--- src/rtl/uart_bus_master_if.sv ---
// Memory-bus bundle between the UART bridge (initiator) and a bus slave.
`timescale 1ns/1ps
interface uart_bus_master_if;
   logic        mem_valid;
   logic        mem_ready;
   logic [31:0] mem_addr;
   logic [31:0] mem_wdata;
   logic [3:0]  mem_wstrb;
   logic [31:0] mem_rdata;

   modport master (
      output mem_valid, mem_addr, mem_wdata, mem_wstrb,
      input  mem_ready, mem_rdata
   );

   modport slave (
      input  mem_valid, mem_addr, mem_wdata, mem_wstrb,
      output mem_ready, mem_rdata
   );
endinterface

--- src/rtl/uart_bus_master.sv ---
// UART-to-memory-bus bridge: 8N1 receiver/transmitter plus a command parser
// that turns 'W'/'R' serial commands into single bus transactions.
`timescale 1ns/1ps
module uart_bus_master #(
   parameter int unsigned CKDIV    = 868,
   parameter int unsigned FRAME_TO = 16,
   parameter int unsigned BUS_TO   = 1024
) (
   input  logic                      clk,
   input  logic                      rst_n,
   uart_bus_master_if.master         bus,
   input  logic                      uart_rxd,
   output logic                      uart_txd,
   output logic                      busy
);
   localparam logic [15:0] DIV_M1  = 16'(CKDIV - 1);
   localparam logic [15:0] HALF_M1 = 16'(CKDIV / 2 - 1);
   localparam logic [31:0] FTO_M1  = 32'(FRAME_TO * CKDIV - 1);
   localparam logic [31:0] BTO_M1  = 32'(BUS_TO - 1);
   localparam logic [7:0]  CMD_W = 8'h57, CMD_R = 8'h52;
   localparam logic [7:0]  RSP_K = 8'h4B, RSP_E = 8'h45, RSP_Q = 8'h3F;

   typedef enum logic [2:0] {RX_IDLE, RX_START, RX_DATA, RX_STOP, RX_WAIT} rx_state_t;
   typedef enum logic [2:0] {P_IDLE, P_ADDR, P_DATA, P_BUS, P_RESP} p_state_t;

   logic        rxd_meta_q, rxd_sync_q;
   rx_state_t   rx_state_q, rx_state_d;
   logic [15:0] rx_cnt_q, rx_cnt_d;
   logic [2:0]  rx_bit_q, rx_bit_d;
   logic [7:0]  rx_sh_q, rx_sh_d, rx_byte_q, rx_byte_d;
   logic        rx_stb_q, rx_stb_d;
   logic        tx_act_q, tx_act_d, txd_q, txd_d;
   logic [15:0] tx_cnt_q, tx_cnt_d;
   logic [3:0]  tx_bit_q, tx_bit_d;
   logic [8:0]  tx_sh_q, tx_sh_d;
   logic        tx_last_s, tx_take_s;
   p_state_t    p_state_q, p_state_d;
   logic [1:0]  p_cnt_q, p_cnt_d, resp_left_q, resp_left_d;
   logic        is_wr_q, is_wr_d, valid_q, valid_d, busy_q, busy_d;
   logic [31:0] to_cnt_q, to_cnt_d, addr_q, addr_d, wdata_q, wdata_d;
   logic [3:0]  wstrb_q, wstrb_d;
   logic [23:0] resp_sh_q, resp_sh_d;
   logic        tx_vld_q, tx_vld_d;
   logic [7:0]  tx_byte_q, tx_byte_d;

   // Two-flop synchronizer for the asynchronous serial input (idles high).
   always_ff @(posedge clk or negedge rst_n) begin
      if (!rst_n) begin
         rxd_meta_q <= 1'b1;
         rxd_sync_q <= 1'b1;
      end else begin
         rxd_meta_q <= uart_rxd;
         rxd_sync_q <= rxd_meta_q;
      end
   end

   // Receiver: start validation at half bit, centre sampling, stop/framing check.
   always_comb begin
      rx_state_d = rx_state_q;
      rx_cnt_d   = rx_cnt_q;
      rx_bit_d   = rx_bit_q;
      rx_sh_d    = rx_sh_q;
      rx_byte_d  = rx_byte_q;
      rx_stb_d   = 1'b0;
      case (rx_state_q)
         RX_IDLE: begin
            if (!rxd_sync_q) begin
               rx_state_d = RX_START;
               rx_cnt_d   = 16'd0;
            end else begin
               rx_state_d = RX_IDLE;
            end
         end
         RX_START: begin
            if (rx_cnt_q == HALF_M1) begin
               rx_cnt_d   = 16'd0;
               rx_bit_d   = 3'd0;
               rx_state_d = rxd_sync_q ? RX_IDLE : RX_DATA;
            end else begin
               rx_cnt_d = rx_cnt_q + 16'd1;
            end
         end
         RX_DATA: begin
            if (rx_cnt_q == DIV_M1) begin
               rx_cnt_d = 16'd0;
               rx_sh_d  = {rxd_sync_q, rx_sh_q[7:1]};
               if (rx_bit_q == 3'd7) begin
                  rx_state_d = RX_STOP;
               end else begin
                  rx_bit_d = rx_bit_q + 3'd1;
               end
            end else begin
               rx_cnt_d = rx_cnt_q + 16'd1;
            end
         end
         RX_STOP: begin
            if (rx_cnt_q == DIV_M1) begin
               rx_cnt_d = 16'd0;
               if (rxd_sync_q) begin
                  rx_stb_d   = 1'b1;
                  rx_byte_d  = rx_sh_q;
                  rx_state_d = RX_IDLE;
               end else begin
                  rx_state_d = RX_WAIT;
               end
            end else begin
               rx_cnt_d = rx_cnt_q + 16'd1;
            end
         end
         RX_WAIT: begin
            // Framing error: stay disarmed until the line returns high.
            if (rxd_sync_q) begin
               rx_state_d = RX_IDLE;
            end else begin
               rx_state_d = RX_WAIT;
            end
         end
         default: rx_state_d = RX_IDLE;
      endcase
   end

   // Transmitter takes a new byte when idle or in the last cycle of a stop
   // bit, so queued response bytes leave with no idle gap; tx_last_s is the
   // one-cycle end-of-stop-bit (tx done) strobe.
   assign tx_last_s = tx_act_q && (tx_bit_q == 4'd9) && (tx_cnt_q == DIV_M1);
   assign tx_take_s = tx_vld_q && (!tx_act_q || tx_last_s);

   // Transmitter: start bit, 8 data bits LSB first, stop bit, CKDIV clocks each.
   always_comb begin
      tx_act_d = tx_act_q;
      tx_cnt_d = tx_cnt_q;
      tx_bit_d = tx_bit_q;
      tx_sh_d  = tx_sh_q;
      txd_d    = txd_q;
      if (tx_take_s) begin
         tx_act_d = 1'b1;
         tx_cnt_d = 16'd0;
         tx_bit_d = 4'd0;
         tx_sh_d  = {1'b1, tx_byte_q};
         txd_d    = 1'b0;
      end else if (tx_act_q) begin
         if (tx_cnt_q == DIV_M1) begin
            tx_cnt_d = 16'd0;
            if (tx_bit_q == 4'd9) begin
               tx_act_d = 1'b0;
               txd_d    = 1'b1;
            end else begin
               tx_bit_d = tx_bit_q + 4'd1;
               txd_d    = tx_sh_q[0];
               tx_sh_d  = {1'b1, tx_sh_q[8:1]};
            end
         end else begin
            tx_cnt_d = tx_cnt_q + 16'd1;
         end
      end else begin
         txd_d = 1'b1;
      end
   end

   // Command parser: collects fields, runs the bus cycle, queues the response.
   always_comb begin
      p_state_d   = p_state_q;
      p_cnt_d     = p_cnt_q;
      is_wr_d     = is_wr_q;
      to_cnt_d    = to_cnt_q;
      addr_d      = addr_q;
      wdata_d     = wdata_q;
      valid_d     = valid_q;
      wstrb_d     = wstrb_q;
      resp_sh_d   = resp_sh_q;
      resp_left_d = resp_left_q;
      tx_vld_d    = tx_vld_q;
      tx_byte_d   = tx_byte_q;
      case (p_state_q)
         P_IDLE: begin
            if (rx_stb_q) begin
               p_cnt_d  = 2'd0;
               to_cnt_d = 32'd0;
               case (rx_byte_q)
                  CMD_W: begin
                     is_wr_d   = 1'b1;
                     p_state_d = P_ADDR;
                  end
                  CMD_R: begin
                     is_wr_d   = 1'b0;
                     p_state_d = P_ADDR;
                  end
                  default: begin
                     p_state_d   = P_RESP;
                     tx_vld_d    = 1'b1;
                     tx_byte_d   = RSP_Q;
                     resp_left_d = 2'd0;
                  end
               endcase
            end else begin
               p_state_d = P_IDLE;
            end
         end
         P_ADDR, P_DATA: begin
            if (rx_stb_q) begin
               to_cnt_d = 32'd0;
               p_cnt_d  = p_cnt_q + 2'd1;
               if (p_state_q == P_ADDR) begin
                  addr_d[{p_cnt_q, 3'b000} +: 8] = rx_byte_q;
               end else begin
                  wdata_d[{p_cnt_q, 3'b000} +: 8] = rx_byte_q;
               end
               if (p_cnt_q == 2'd3) begin
                  p_state_d = (p_state_q == P_ADDR && is_wr_q) ? P_DATA : P_BUS;
               end else begin
                  p_state_d = p_state_q;
               end
            end else if (to_cnt_q == FTO_M1) begin
               // Line went quiet mid-command: drop the partial command silently.
               p_state_d = P_IDLE;
            end else begin
               to_cnt_d = to_cnt_q + 32'd1;
            end
         end
         P_BUS: begin
            if (!valid_q) begin
               valid_d  = 1'b1;
               wstrb_d  = is_wr_q ? 4'hF : 4'h0;
               to_cnt_d = 32'd0;
            end else if (bus.mem_ready) begin
               valid_d   = 1'b0;
               wstrb_d   = 4'h0;
               p_state_d = P_RESP;
               tx_vld_d  = 1'b1;
               if (is_wr_q) begin
                  tx_byte_d   = RSP_K;
                  resp_left_d = 2'd0;
               end else begin
                  tx_byte_d   = bus.mem_rdata[7:0];
                  resp_sh_d   = bus.mem_rdata[31:8];
                  resp_left_d = 2'd3;
               end
            end else if (to_cnt_q == BTO_M1) begin
               valid_d     = 1'b0;
               wstrb_d     = 4'h0;
               p_state_d   = P_RESP;
               tx_vld_d    = 1'b1;
               tx_byte_d   = RSP_E;
               resp_left_d = 2'd0;
            end else begin
               to_cnt_d = to_cnt_q + 32'd1;
            end
         end
         P_RESP: begin
            if (tx_take_s) begin
               if (resp_left_q == 2'd0) begin
                  tx_vld_d = 1'b0;
               end else begin
                  tx_byte_d   = resp_sh_q[7:0];
                  resp_sh_d   = {8'h00, resp_sh_q[23:8]};
                  resp_left_d = resp_left_q - 2'd1;
               end
            end else if (!tx_vld_q && tx_last_s) begin
               p_state_d = P_IDLE;
            end else begin
               p_state_d = P_RESP;
            end
         end
         default: p_state_d = P_IDLE;
      endcase
      busy_d = (p_state_d != P_IDLE);
   end

   // State and registered outputs for receiver, transmitter and parser.
   always_ff @(posedge clk or negedge rst_n) begin
      if (!rst_n) begin
         rx_state_q  <= RX_IDLE;
         rx_cnt_q    <= 16'd0;
         rx_bit_q    <= 3'd0;
         rx_sh_q     <= 8'h00;
         rx_byte_q   <= 8'h00;
         rx_stb_q    <= 1'b0;
         tx_act_q    <= 1'b0;
         tx_cnt_q    <= 16'd0;
         tx_bit_q    <= 4'd0;
         tx_sh_q     <= 9'h1FF;
         txd_q       <= 1'b1;
         p_state_q   <= P_IDLE;
         p_cnt_q     <= 2'd0;
         is_wr_q     <= 1'b0;
         to_cnt_q    <= 32'd0;
         addr_q      <= 32'd0;
         wdata_q     <= 32'd0;
         valid_q     <= 1'b0;
         wstrb_q     <= 4'h0;
         resp_sh_q   <= 24'd0;
         resp_left_q <= 2'd0;
         tx_vld_q    <= 1'b0;
         tx_byte_q   <= 8'h00;
         busy_q      <= 1'b0;
      end else begin
         rx_state_q  <= rx_state_d;
         rx_cnt_q    <= rx_cnt_d;
         rx_bit_q    <= rx_bit_d;
         rx_sh_q     <= rx_sh_d;
         rx_byte_q   <= rx_byte_d;
         rx_stb_q    <= rx_stb_d;
         tx_act_q    <= tx_act_d;
         tx_cnt_q    <= tx_cnt_d;
         tx_bit_q    <= tx_bit_d;
         tx_sh_q     <= tx_sh_d;
         txd_q       <= txd_d;
         p_state_q   <= p_state_d;
         p_cnt_q     <= p_cnt_d;
         is_wr_q     <= is_wr_d;
         to_cnt_q    <= to_cnt_d;
         addr_q      <= addr_d;
         wdata_q     <= wdata_d;
         valid_q     <= valid_d;
         wstrb_q     <= wstrb_d;
         resp_sh_q   <= resp_sh_d;
         resp_left_q <= resp_left_d;
         tx_vld_q    <= tx_vld_d;
         tx_byte_q   <= tx_byte_d;
         busy_q      <= busy_d;
      end
   end

   assign bus.mem_valid = valid_q;
   assign bus.mem_addr  = addr_q;
   assign bus.mem_wdata = wdata_q;
   assign bus.mem_wstrb = wstrb_q;
   assign uart_txd      = txd_q;
   assign busy          = busy_q;
endmodule

--- src/flat_wrapper.sv ---
// flat-port wrapper written by rule: the top's interface ports become plain ports
module uart_bus_master_flat 
#(
   parameter int unsigned CKDIV    = 868,
   parameter int unsigned FRAME_TO = 16,
   parameter int unsigned BUS_TO   = 1024
)
  (clk, rst_n, uart_rxd, uart_txd, busy, bus_mem_valid, bus_mem_addr, bus_mem_wdata, bus_mem_wstrb, bus_mem_ready, bus_mem_rdata);
  uart_bus_master_if bus_i ();
  input  logic clk;
  input  logic rst_n;
  input  logic uart_rxd;
  output logic uart_txd;
  output logic busy;
  output wire logic [$bits(bus_i.mem_valid)-1:0] bus_mem_valid;
  output wire logic [$bits(bus_i.mem_addr)-1:0] bus_mem_addr;
  output wire logic [$bits(bus_i.mem_wdata)-1:0] bus_mem_wdata;
  output wire logic [$bits(bus_i.mem_wstrb)-1:0] bus_mem_wstrb;
  input wire logic [$bits(bus_i.mem_ready)-1:0] bus_mem_ready;
  input wire logic [$bits(bus_i.mem_rdata)-1:0] bus_mem_rdata;
  assign bus_mem_valid = bus_i.mem_valid;
  assign bus_mem_addr = bus_i.mem_addr;
  assign bus_mem_wdata = bus_i.mem_wdata;
  assign bus_mem_wstrb = bus_i.mem_wstrb;
  assign bus_i.mem_ready = bus_mem_ready;
  assign bus_i.mem_rdata = bus_mem_rdata;
  uart_bus_master #(.CKDIV(CKDIV), .FRAME_TO(FRAME_TO), .BUS_TO(BUS_TO)) u_core (.clk(clk), .rst_n(rst_n), .bus(bus_i), .uart_rxd(uart_rxd), .uart_txd(uart_txd), .busy(busy));
endmodule
--- config.mk ---
export PLATFORM = sky130hd
export DESIGN_NAME = uart_bus_master_flat
export DESIGN_NICKNAME = d
export VERILOG_FILES = /design/src/rtl/uart_bus_master_if.sv /design/src/rtl/uart_bus_master.sv /design/src/flat_wrapper.sv
export SDC_FILE = /design/constraint.sdc
export NUM_CORES = 1
export LEC_CHECK = 0
export BUFFER_PORTS_ARGS = -buffer_cell sky130_fd_sc_hd__buf_4
export CORE_ASPECT_RATIO = 2
export CORE_MARGIN = 1.5
export CORE_UTILIZATION = 59
export CTS_CLUSTER_DIAMETER = 150
export CTS_CLUSTER_SIZE = 16
export DETAILED_ROUTE_END_ITERATION = 8
export PLACE_DENSITY = 0.85
export SYNTH_ARGS = -nofsm -noshare
export SYNTH_HDL_FRONTEND = slang
export SYNTH_SLANG_ARGS = --single-unit
--- constraint.sdc ---
create_clock -name clk -period 2.98 [get_ports clk]
set_input_delay 0.596 -clock clk [delete_from_list [all_inputs] [get_ports clk]]
set_output_delay 0.596 -clock clk [all_outputs]
set_load 0.02 [all_outputs]
---- After elaboration in Yosys (flattened, before gate mapping) ----
Cells that the tools add are included.
word-level totals
  bits in registers ....................... 215
  logic and storage cells ................. 218
operators by class
  reductions and logical operators ........ 39
  multiplexer cells ....................... 102
  shift operators ......................... 2
  $add $sub $neg .......................... 8
  equal/unequal tests ..................... 40
  bitwise logic cells ..................... 1
operator list
  operator                number
  $mux 32                 6
  $mux 24                 5
  $mux 16                 6
  $pmux 32 s3             1
  $bwmux 32               2
  $mux 8                  8
  $mux 3                  18
  $pmux 16 s3             1
  $pmux 24 s2             1
  $mux 9                  4
  $add 16x1->16 const B   2
  $add 32x1->32 const B   1
  $eq 16x10->1 const B    2
  $eq 32x10->1 const B    1
  $eq 32x14->1 const B    1
  $mux 4                  8
  $shift 8x7->32 const A  1
  $shiftx 8x7->32         1
  $pmux 8 s3              1
  $mux 1                  23
  $mux 2                  11
  $ne 2x1->1 const B      10
  $reduce_and 3->1        6
  $eq 16x9->1 const B     1
  35 further kinds        71

---- Depth between registers and ports, before layout ----
  depth in word-level cells ............... 8
  gate-level depth with buffers ........... 10

---- Least setup slack after synthesis ----
Ideal clock, no wire load.
  path kind ............................... reg-to-reg
  start ................................... reg u_core.to_cnt_q[14]
  end ..................................... reg u_core.resp_left_q[0]
  path buffers ............................ 2
  arrival ................................. 2.214 ns
  slack ................................... 0.641 ns
  period minus slack after synthesis ...... 2.339 ns
  data required time ...................... 2.855 ns
  cell stages (with the launch flop) ...... 9
  path through ............................ dfrtp_1 > buf_4 > nor4_2 > nand4_1 > or4_1 > buf_2 > a211o_4 > nor2_8 > mux2_4
between the ends
  word-level cells in the longest chain between the ends .. 3
ends and longest elaborated chain
  what                        RTL line                text
  start: declaration          uart_bus_master.sv:40   logic [31:0] to_cnt_q, to_cnt_d, addr_q, addr_d, wdata_q, wdata_d;
  start signal: assignment    uart_bus_master.sv:311  to_cnt_q <= to_cnt_d;
  $eq 32x10->1                uart_bus_master.sv:238  end else if (to_cnt_q == BTO_M1) begin
  $ne 3x2->1 (no line)        --
  $reduce_and 7->1 (no line)  --
  end signal: assignment      uart_bus_master.sv:317  resp_left_q <= resp_left_d;
  end: declaration            uart_bus_master.sv:38   logic [1:0] p_cnt_q, p_cnt_d, resp_left_q, resp_left_d;
No other way between the ends.
A chain may end at the register's enable or synchronous reset.

---- Worst setup path after layout ----
  start ................................... reg u_core.to_cnt_q[24]
  end ..................................... reg u_core.tx_byte_q[5]
between the ends
  word-level cells in the longest chain between the ends .. 3
ends and longest elaborated chain
  what                        RTL line                text
  $eq 32x10->1                uart_bus_master.sv:238
  $ne 3x2->1 (no line)        --
  $reduce_and 7->1 (no line)  --
  end signal: assignment      uart_bus_master.sv:319  tx_byte_q <= tx_byte_d;
  end: declaration            uart_bus_master.sv:44   logic [7:0] tx_byte_q, tx_byte_d;
No other way between the ends.

==> impl_metrics.toml <==
[timing]
worstMarginPinSlew_ps = 859
setup_ws_ps = 329
fin_crit_sh = 0.890
layout_min_cycle_time_ps = 2650
timing.slew.headroom = 0.425
hold_viol_final = 0
rsz0062_at_grt = "false"
worst_clock_skew_ps = 18.7
final_max_slew_viol_count = 0
fmax_mhz = 377
setup_viol = 0
fin_tns_setup_ps = 0

[clocking]
clkSlewWorstSetupHoldPaths_ps = 70
cts_tree = "built"
clk_path_buf_depth = 3
htreeDepth = 1
post_cts_buffers = 0
ctsHoldBuffers = 0
cts_resized = 0
numCtsBuffers = 17
clkSinkCount = 211
root_buffer = "clkbuf_16"
clock_latency_ps = 480

[routing]
vias_per_cell = 6.14
wl_per_cell_um = 17.6
drtPass1Iterations = 5
route.vias.total = 8257
drt-total-wl_um = 23700
drtAntennaViolNets = 0
drcViolationCount = 0
first_iter_violations = 484

[power]
switching_share = 0.214
power_leakage_nw = 5.24
internal_power_mw = 4.02
switching_power_mw = 1.10
p_per_area_nw_per_um2 = 444
pwr-share-seq = 0.566
clock_power_share = 0.410
ir_drop_v = 0.000354
combPwrFrac = 0.025

[finish]
fin_util = 0.690
mostFrequentLayoutCells = "200 x dfrtp_1, 190 x nand2_1, 148 x o21ai_0"
area_growth_pct = 15.4
nets = 1178
num_antenna_cells = 0
drive_above_1_share = 0.172
fill_cells = 1263
layout_commonest_cell = "dfrtp_1"

[placement]
dp_hpwl_um = 16900
place_congestion = 0.874
dp_worst_setup_slack_ps = 378
io_buffer_count = 106

[worst_setup_path]
crit_slowest_cell = "or4_1"
max_stage_delay_ps = 570
r2r_cells = 6
r2r_slack_ps = 330
worst-setup-path-type = "flop to flop"
path_cells = "nor4_1 > nand4_1 > or4_1 > a211o_4 > nor2_8 > mux2_4"
r2r_end = "u_core.tx_byte_q[5]"
r2r-start = "u_core.to_cnt_q[24]"
cp-end-kind = "flop"
arrival_ps = 3010
startpoint_type = "flop"
crit_fanout = 10
cp_data_required_time_ps = 3340

[worst_hold_path]
hold_class = "input pin to asynchronous set/reset pin"

[yosys]
synth.cell_area_sq_um = 9980
synth_fp_nets = 1076
ys_seq_elements = 211
ys_seq_area_frac = 0.531
async_reset_ff_frac = 1.00
yosys_warnings = 0
synth_enable_flop_cells = 0
ys_types = 65
synth_flop_cell = "dfrtp_1"
avgSynthCellArea_sq_um = 9.73
netlist_instances = 1025

[die]
die_x_um = 95.0
die-area_sq_um = 17700
start_util = 0.598
ios = 107
die_y_um = 187
rows = 67
core_area_sq_um = 16700

[grt]
antenna_found_initial = 0
grt_overflow = 0
grt_pass1_wl_um = 38800
grt_pass1_vias = 8203
grt_max_degree = 64
track_usage = 0.271

[outcome]
status = "finished, final reports clean"

[run]
cap_violations = 0
## critical path, delay by kind of cell, from the launching register on
family	cells	cell delay [ps]
muxes	1	330
AOI/OAI and AO/OA	1	420
and+or+nand+nor	4	1350
DFF	1	440
## metal layers
metal	routed length, um	track usage
met3	982	0.0313
met5	0	0
met4	916	0.114
met2	13200	0.499
met1	8560	0.305
## state kept, by name, indices dropped and copies added (netlist names), 2 cells and up
name / cells
u_core.bus.mem_addr: 32
u_core.bus.mem_wdata: 32
u_core.to_cnt_q: 32
u_core.resp_sh_q: 24
u_core.rx_cnt_q: 16
u_core.tx_cnt_q: 16
u_core.rx_byte_q: 8
u_core.rx_sh_q: 8
u_core.tx_byte_q: 8
u_core.tx_sh_q: 8
u_core.tx_bit_q: 4
u_core.p_state_q: 3
u_core.rx_bit_q: 3
u_core.rx_state_q: 3
u_core.p_cnt_q: 2
u_core.resp_left_q: 2
## Yosys cell counts (2+ instances only)
cell        n  share of area
o21ai_0   148          0.074
o31ai_1    27          0.020
mux2i_1    19          0.019
dfrtp_1   200           0.50
a21oi_1    31          0.016
mux2_4      9          0.014
a32o_1      2         0.0020
and2_1      9         0.0056
nor3_1     15         0.0075
xor2_1     12          0.011
nand3b_1    3         0.0023
nor2_1     51          0.019
nand2_1   190          0.071
o22a_1      4         0.0035
a21o_1     11         0.0083
a31oi_1    12         0.0075
mux2_2     18          0.020
o211ai_1    2         0.0015
buf_4       6         0.0045
a41oi_1     2         0.0018
o22ai_1     3         0.0019
or2_2       3         0.0019
a21boi_0    2         0.0015
nor2b_1     4         0.0025
ha_1       15          0.019
nand3_1    32          0.016
nand2b_1   11         0.0069
a22o_1     14          0.012
buf_2       4         0.0020
o41ai_1     2         0.0018
and3_1     17          0.011
inv_1      19         0.0071
dfstp_2    11          0.029
xnor2_1     3         0.0026
nor4bb_1    3         0.0030
nor3b_1     7         0.0053
nor4_1     13         0.0082
clkbuf_1   33          0.012
or3_1      12         0.0075
nand4_1    17          0.011
and4_1      5         0.0044
## cell families after synthesis
family                     Yosys count  share of synthesized area
adders and majority gates           15                     0.0188
DFF                                211                      0.531
xor gates and xnor gates            15                     0.0132
AOI/OAI and AO/OA                  273                      0.165
and+or+nand+nor                    401                      0.192
muxes                               46                     0.0529
buffers and inverters               64                     0.0276
## how the worst max path moves through the flow
stage,startpoint,to,slack (ps),depth (start not counted)
after floorplan,u_core.to_cnt_q[14],u_core.resp_left_q[0],640,8
final,u_core.to_cnt_q[24],u_core.tx_byte_q[5],330,6
after detailed placement,u_core.to_cnt_q[24],u_core.tx_byte_q[5],380,6
after CTS,u_core.to_cnt_q[24],u_core.tx_byte_q[5],360,6
after global routing,u_core.to_cnt_q[0],u_core.tx_byte_q[4],140,7
after global placement,u_core.to_cnt_q[24],u_core.tx_byte_q[7],370,6
## cell type report
class,instances,area (sq um),share of cell area
multi-input cells,750,4420,0.384
repair buffers,128,980,0.0851
inverters,19,71.3,0.00620
clock inverters,2,25.0,0.00217
clock buffers,28,467,0.0405
well taps,207,259,0.0225
flip-flops and latches,211,5290,0.460
## per-stage QoR
stage	area (sq um)	hold slack (ps)	power (mW)	cells
final	11500	79.8	5.11	1345
after global routing	11500	115	5.28	1345
after CTS	11500	100	5.15	1345
after detailed placement	11000	347	3.08	1315
after global placement	11000	346	3.07	1315
after floorplan	9980	300	2.97	1025
## power groups by stage
stage          logic [mW]  registers, mW  clock network [mW]
2_1_floorplan      0.0225           2.94                   0
3_3_place_gp        0.129           2.95                   0
3_5_place_dp        0.131           2.95                   0
4_1_cts             0.131           2.89                2.13
5_1_grt             0.145           2.89                2.25
6_report            0.126           2.89                2.10
(Power assumes the default switching activity.)
